## src/rtl/hazard_ctrl.sv

```systemverilog
// hazard_ctrl: pipeline sequencing controller for the 5-stage core.
// Resolves data-memory stalls, EX-resolved mispredicts, load-use hazards and
// fetch misses into PC / IF/ID / ID/EX control, with a data-memory watchdog
// and saturating stall/flush counters.
module hazard_ctrl #(
  parameter int CNT_W        = 16,
  parameter int DMEM_TIMEOUT = 255
) (
  input  logic             clk_i,
  input  logic             rst_i,
  input  logic [4:0]       id_rs1_i,
  input  logic [4:0]       id_rs2_i,
  input  logic             id_rs1_use_i,
  input  logic             id_rs2_use_i,
  input  logic [4:0]       ex_rd_i,
  input  logic             ex_is_load_i,
  input  logic             ex_br_valid_i,
  input  logic             ex_br_taken_i,
  input  logic [31:0]      ex_br_target_i,
  input  logic [31:0]      ex_pc_i,
  input  logic             ex_pred_taken_i,
  input  logic [31:0]      ex_pred_pc_i,
  input  logic             mem_req_i,
  input  logic             dmem_ready_i,
  input  logic             imem_ready_i,
  output logic             pc_en_o,
  output logic             if_id_en_o,
  output logic             if_id_flush_o,
  output logic             id_ex_flush_o,
  output logic             freeze_o,
  output logic             redirect_o,
  output logic [31:0]      redirect_pc_o,
  output logic [CNT_W-1:0] stall_cnt_o,
  output logic [CNT_W-1:0] flush_cnt_o,
  output logic             timeout_o
);

  localparam int                WD_W    = $clog2(DMEM_TIMEOUT + 1);
  localparam logic [WD_W-1:0]   WD_MAX  = WD_W'(DMEM_TIMEOUT);
  localparam logic [CNT_W-1:0]  CNT_MAX = '1;

  typedef enum logic {RUN, DWAIT} state_t;

  state_t          state_q, state_d;
  logic [WD_W-1:0] wd_q, wd_d;
  logic            dmiss, mispred, ldu, rs1_hit, rs2_hit;
  logic            stall_cyc;
  logic [31:0]     pc_plus4;

  // ---------------------------------------------------------------------------
  // Hazard detection
  // ---------------------------------------------------------------------------
  assign dmiss   = mem_req_i & ~dmem_ready_i;

  // A taken branch is mispredicted also when the BTB guessed taken but to the
  // wrong target; a not-taken branch only cares about the direction bit.
  assign mispred = ex_br_valid_i &
                   ((ex_pred_taken_i != ex_br_taken_i) |
                    (ex_br_taken_i & (ex_pred_pc_i != ex_br_target_i)));

  assign rs1_hit = id_rs1_use_i & (id_rs1_i == ex_rd_i);
  assign rs2_hit = id_rs2_use_i & (id_rs2_i == ex_rd_i);
  assign ldu     = ex_is_load_i & (ex_rd_i != 5'd0) & (rs1_hit | rs2_hit);

  // 32-bit wrap is intended: the fall-through of 0xFFFFFFFC is 0.
  assign pc_plus4      = ex_pc_i + 32'd4;
  assign redirect_pc_o = (redirect_o & ex_br_taken_i) ? ex_br_target_i : pc_plus4;

  // ---------------------------------------------------------------------------
  // FSM: state register
  // ---------------------------------------------------------------------------
  // Tracks whether the current data access has already been waiting a cycle.
  always_ff @(posedge clk_i or posedge rst_i) begin
    if (rst_i) state_q <= RUN;
    else       state_q <= state_d;
  end

  // FSM: next-state logic; stay in DWAIT only while the miss persists.
  always_comb begin
    state_d = state_q;
    unique case (state_q)
      RUN:     if (dmiss)  state_d = DWAIT;
      DWAIT:   if (!dmiss) state_d = RUN;
      default:             state_d = RUN;
    endcase
  end

  // FSM: output logic; fixed priority dmiss > mispred > ldu > fetch miss.
  always_comb begin
    pc_en_o       = 1'b1;
    if_id_en_o    = 1'b1;
    if_id_flush_o = 1'b0;
    id_ex_flush_o = 1'b0;
    freeze_o      = 1'b0;
    redirect_o    = 1'b0;
    stall_cyc     = 1'b0;
    if (rst_i) begin
      // Hold fetch and keep both front-end registers bubbled during reset.
      pc_en_o       = 1'b0;
      if_id_en_o    = 1'b0;
      if_id_flush_o = 1'b1;
      id_ex_flush_o = 1'b1;
    end else if (dmiss) begin
      // Whole pipe holds; a branch in EX is re-evaluated once memory answers.
      freeze_o      = 1'b1;
      pc_en_o       = 1'b0;
      if_id_en_o    = 1'b0;
      stall_cyc     = 1'b1;
    end else if (mispred) begin
      redirect_o    = 1'b1;
      if_id_flush_o = 1'b1;
      id_ex_flush_o = 1'b1;
    end else if (ldu) begin
      pc_en_o       = 1'b0;
      if_id_en_o    = 1'b0;
      id_ex_flush_o = 1'b1;
      stall_cyc     = 1'b1;
    end else if (!imem_ready_i) begin
      // IF/ID still moves into ID/EX; only the fetch side bubbles.
      pc_en_o       = 1'b0;
      if_id_en_o    = 1'b0;
      if_id_flush_o = 1'b1;
      stall_cyc     = 1'b1;
    end
  end

  // ---------------------------------------------------------------------------
  // Watchdog
  // ---------------------------------------------------------------------------
  // Counts cycles spent in DWAIT, saturating at the timeout value.
  always_comb begin
    wd_d = wd_q;
    if (state_q == RUN)    wd_d = '0;
    else if (wd_q != WD_MAX) wd_d = wd_q + 1'b1;
  end

  // Watchdog register and sticky timeout flag; the FSM keeps waiting after it.
  always_ff @(posedge clk_i or posedge rst_i) begin
    if (rst_i) begin
      wd_q      <= '0;
      timeout_o <= 1'b0;
    end else begin
      wd_q <= wd_d;
      if (wd_d == WD_MAX) timeout_o <= 1'b1;
    end
  end

  // ---------------------------------------------------------------------------
  // Performance counters
  // ---------------------------------------------------------------------------
  // Saturating counts of stall cycles and redirects.
  always_ff @(posedge clk_i or posedge rst_i) begin
    if (rst_i) begin
      stall_cnt_o <= '0;
      flush_cnt_o <= '0;
    end else begin
      if (stall_cyc && stall_cnt_o != CNT_MAX)  stall_cnt_o <= stall_cnt_o + 1'b1;
      if (redirect_o && flush_cnt_o != CNT_MAX) flush_cnt_o <= flush_cnt_o + 1'b1;
    end
  end

endmodule

```

## config.mk

```make
export PLATFORM = sky130hd
export DESIGN_NAME = hazard_ctrl
export DESIGN_NICKNAME = d
export VERILOG_FILES = /design/src/rtl/hazard_ctrl.sv
export SDC_FILE = /design/constraint.sdc
export NUM_CORES = 1
export LEC_CHECK = 0
export CORE_UTILIZATION = 36
export CTS_CLUSTER_SIZE = 24
export DETAILED_ROUTE_END_ITERATION = 16
export GPL_TIMING_DRIVEN = 0
export PLACE_DENSITY = 0.79
export SYNTH_ARGS = -nofsm -noshare
export SYNTH_HDL_FRONTEND = slang
export SYNTH_SLANG_ARGS = --single-unit
```

## constraint.sdc

```tcl
create_clock -name clk_i -period 2.2 [get_ports clk_i]
set_clock_uncertainty 0.1 [all_clocks]
set_input_delay 0.33 -clock clk_i [delete_from_list [all_inputs] [get_ports clk_i]]
set_output_delay 0.33 -clock clk_i [all_outputs]
set_load 0.05 [all_outputs]
```

==> results.py, run 1 <==
metrics = {
    "setup_path": {
        "arrival_ns": 2.17,
        "crit_type": "primary input to output pin",
        "cp-start-kind": "primary input",
        "critical_path.cell_chain": "clkdlybuf4s15_2 -> xnor2_2 -> nand3_2 -> nor3_2 -> nand4_2 -> nand3_4 -> buf_12 -> buf_16 -> buf_12 -> nor2_2 -> a21oi_4 -> buf_6",
        "required_ns": 1.77,
        "cp_max_fo": 6,
        "r2r_setup_slack_ns": 0.07,
        "crit_path_max_incr_delay_ns": 0.25,
        "endpoint_kind": "output pin",
        "slowest_stage": "xnor2_2",
        "cp_common_cell": "buf_12",
    },
    "synthesis": {
        "synth-main-ff-cell": "dfrtp_1",
        "synthArstFlopShare_pct": 100,
        "ys_warn_count": 0,
        "synth.avg_cell_area_um2": 8.24,
        "post-synth-top-count-cell": "xnor2_1",
        "yosys-top-cells-area": "dfrtp_1 (30%), xnor2_1 (17%), xor2_1 (8.0%), nand3_1 (5.4%), nor2_1 (5.4%)",
        "yosysUniqueCellTypes": 41,
        "synth_top_cell_area_share_pct": 30.1,
        "synth-edff-count": 0,
        "yosys.area.top_type": "dfrtp_1",
        "synth-seq-area-share_pct": 30.1,
        "ys_ff_latch": 42,
        "synth_common_cells": "xnor2_1 (68), nor2_1 (50), dfrtp_1 (42)",
        "netlist_instances": 424,
        "syn_nets": 550,
        "syn_area_um2": 3490,
    },
    "timing": {
        "slew_violations": 0,
        "fin_hold_ws_ns": 0.291,
        "fin_tns_setup_ns": -12.65,
        "period_share_pct": 118,
        "hold_violations": 0,
        "layout_min_cycle_time_ns": 2.60,
        "max_freq_mhz": 385,
        "setup_viol": 49,
        "tightest_slew_ns": 0.887,
        "layout_setup_ws_ns": -0.398,
        "relSlewSlack_pct": 40.8,
        "rsz0062_at_grt": "yes",
    },
    "power_and_ir_drop": {
        "p_leak_nw": 3.00,
        "power_frac_comb_pct": 54.0,
        "power_switching_mw": 1.46,
        "pwr_density_cell_nw_per_um2": 453,
        "p_total_mw": 3.30,
        "p_seq_share_pct": 30.8,
        "p_int_mw": 1.84,
        "ir_drop_mv": 0.344,
        "pwr-share-clk_pct": 15.1,
        "switching_share_pct": 44.2,
    },
    "outcome": {
        "violations": "negative setup slack",
        "status": "complete, but fails checks",
    },
    "hold_path": {
        "worstHoldPathType": "primary input to asynchronous set/reset pin",
    },
    "cells_and_area": {
        "nFillCells": 560,
        "post_route_cells_drive_above_1_share_pct": 46.0,
        "stdcell_count": 812,
        "syn_to_final_growth_pct": 109,
        "final_nets": 807,
        "design_area_um2": 7290,
    },
    "global_route": {
        "grt_pass1_vias": 4437,
        "grt_start_max_net_pins": 43,
        "grt.total_usage_pct": 29.6,
        "antenna_found_initial": 1,
        "grt-ovfl-total": 0,
        "grt_first_pass_wirelength_um": 23200,
    },
    "clocking": {
        "clkSlewWorstSetupHoldPaths_ns": 0.09,
        "clock_latency_ns": 0.29,
        "tritoncts": "done",
        "cts_buffer_depth": 2,
        "numCtsBuffers": 5,
        "cts_root_buf": "clkbuf_8",
        "htreeDepth": 2,
        "ctsHoldBuffers": 0,
        "clock_sinks": 42,
    },
    "detailed_routing": {
        "vias": 4421,
        "wl_per_cell_um": 19.4,
        "route.detailed.drc": 0,
        "drtPass1Iterations": 5,
        "postRouteAntennaNets": 0,
        "drt_wl_total_um": 15800,
        "viasPerCell": 5.44,
        "drtIter0Drc": 204,
    },
    "placed_design": {
        "dpl.hpwl_um": 10300,
        "place_congestion": 1.04,
        "port_buffers": 191,
        "dp_cells": 744,
        "dpl_cell_area_um2": 6000,
    },
    "floorplan": {
        "dieArea_um2": 10100,
        "fp.dieH_um": 101,
        "start_util_pct": 37.5,
        "num_rows": 35,
        "dieWidth_um": 101,
        "core_area_um2": 9330,
        "io_pins": 193,
    },
    "job": {
        "cap_violations": 0,
    },
}
## critical path: cells and delay by family
family / cells / cell delay (ns)
AOI/OAI and AO/OA: 1 / 0.11
xor gates and xnor gates: 1 / 0.25
buffers and inverters: 5 / 0.78
and+or+nand+nor: 5 / 0.70
## per-layer routing
metal	wire length, um	vias up	track usage [%]
met1	5990	2126	34.5
met4	810	0	11.8
met5	0	-	0
met2	8080	225	53.4
met3	891	68	5.62
li1	-	2002	-
## cell families after synthesis
kind of cell / count (synthesis) / synth area share (%)
fa+ha+maj: 4 / 1.43
buf+inv: 21 / 3.12
flops: 42 / 30.1
simple gates: 205 / 30.6
mux: 8 / 2.58
compound gates: 44 / 7.09
xor+xnor: 100 / 25.1
## through the flow
step / util, % / worst slack (ns)
floorplan: - / -0.263
global placement: 64.3 / -1.55
detailed placement: 64.3 / -1.56
CTS: 75.3 / -0.313
global route: 78.2 / -0.491
finish: 78.2 / -0.398
## repair_timing
action / CTS / global route
buffers inserted: 42 / 16
gates cloned: 6 / 0
pin swaps: 61 / 15
gates resized for setup: 710 / 40
setup endpoints to repair: 69 / 64
## registers in the layout, indices dropped and copies added (netlist names)
signal,flops
wd_q,8
stall_cnt_o,16
timeout_o,1
state_q,1
flush_cnt_o,16
## power by group through the flow
stage	clock, mW	combinational (mW)	sequential [mW]
2_1_floorplan	0	0.615	1.29
3_3_place_gp	0	1.52	1.02
3_5_place_dp	0	1.55	1.02
4_1_cts	0.496	1.69	1.01
5_1_grt	0.536	1.86	1.04
6_report	0.500	1.78	1.02
## worst paths after layout
kind / start / endpoint / cells after the start
max in group asynchronous: rst_i / flush_cnt_o[3]$_DFFE_PP0P_ / 2
worst max register to register: stall_cnt_o[2]$_DFFE_PP0P_ / stall_cnt_o[7]$_DFFE_PP0P_ / 7
worst min register to register: timeout_o$_DFFE_PP0N_ / timeout_o$_DFFE_PP0N_ / 2
worst max-delay path: ex_br_target_i[5] / redirect_pc_o[7] / 12
worst min-delay path: rst_i / state_q$_DFF_PP0_ / 2
min in group clk_i: timeout_o$_DFFE_PP0N_ / timeout_o$_DFFE_PP0N_ / 2
## layout by cell type (no fill, tap or decap), types with 7 or more instances in the layout
cell	netlist	routed
nand3_1	38	31
buf_6	1	49
buf_12	0	9
xnor2_1	68	58
clkdlybuf4s50_1	0	49
dfrtp_1	42	35
buf_8	0	17
nand2_1	38	34
buf_4	4	46
dlygate4sd2_1	0	29
clkdlybuf4s15_2	0	9
buf_2	6	33
nor2_1	50	20
nand4_1	21	21
xor2_1	32	28
clkdlybuf4s15_1	0	12
a21oi_4	1	31
nor2_4	0	25
and3_1	15	11
dfrtp_2	0	7
## area by class of cell
cell class                      count  area [um2]  area share [%]
Multi-Input combinational cell    361        3330            45.7
Inverter                            8        32.5           0.446
Buffer                             13         190            2.61
Sequential cell                    42        1060            14.5
Timing Repair Buffer              250        2430            33.3
Clock buffer                        6        72.6           0.995
Antenna cell                        1        2.50          0.0343
Clock inverter                      2        13.8           0.189
Tap cell                          129         161            2.21
Power figures use the tool's default switching activity.
==> run 2: changes to the inputs <==
Settings changed: CTS_CLUSTER_SIZE 24 to default.
==> results of run 2 <==
The final DEF is identical to that of run 1; final timing and power are the same.
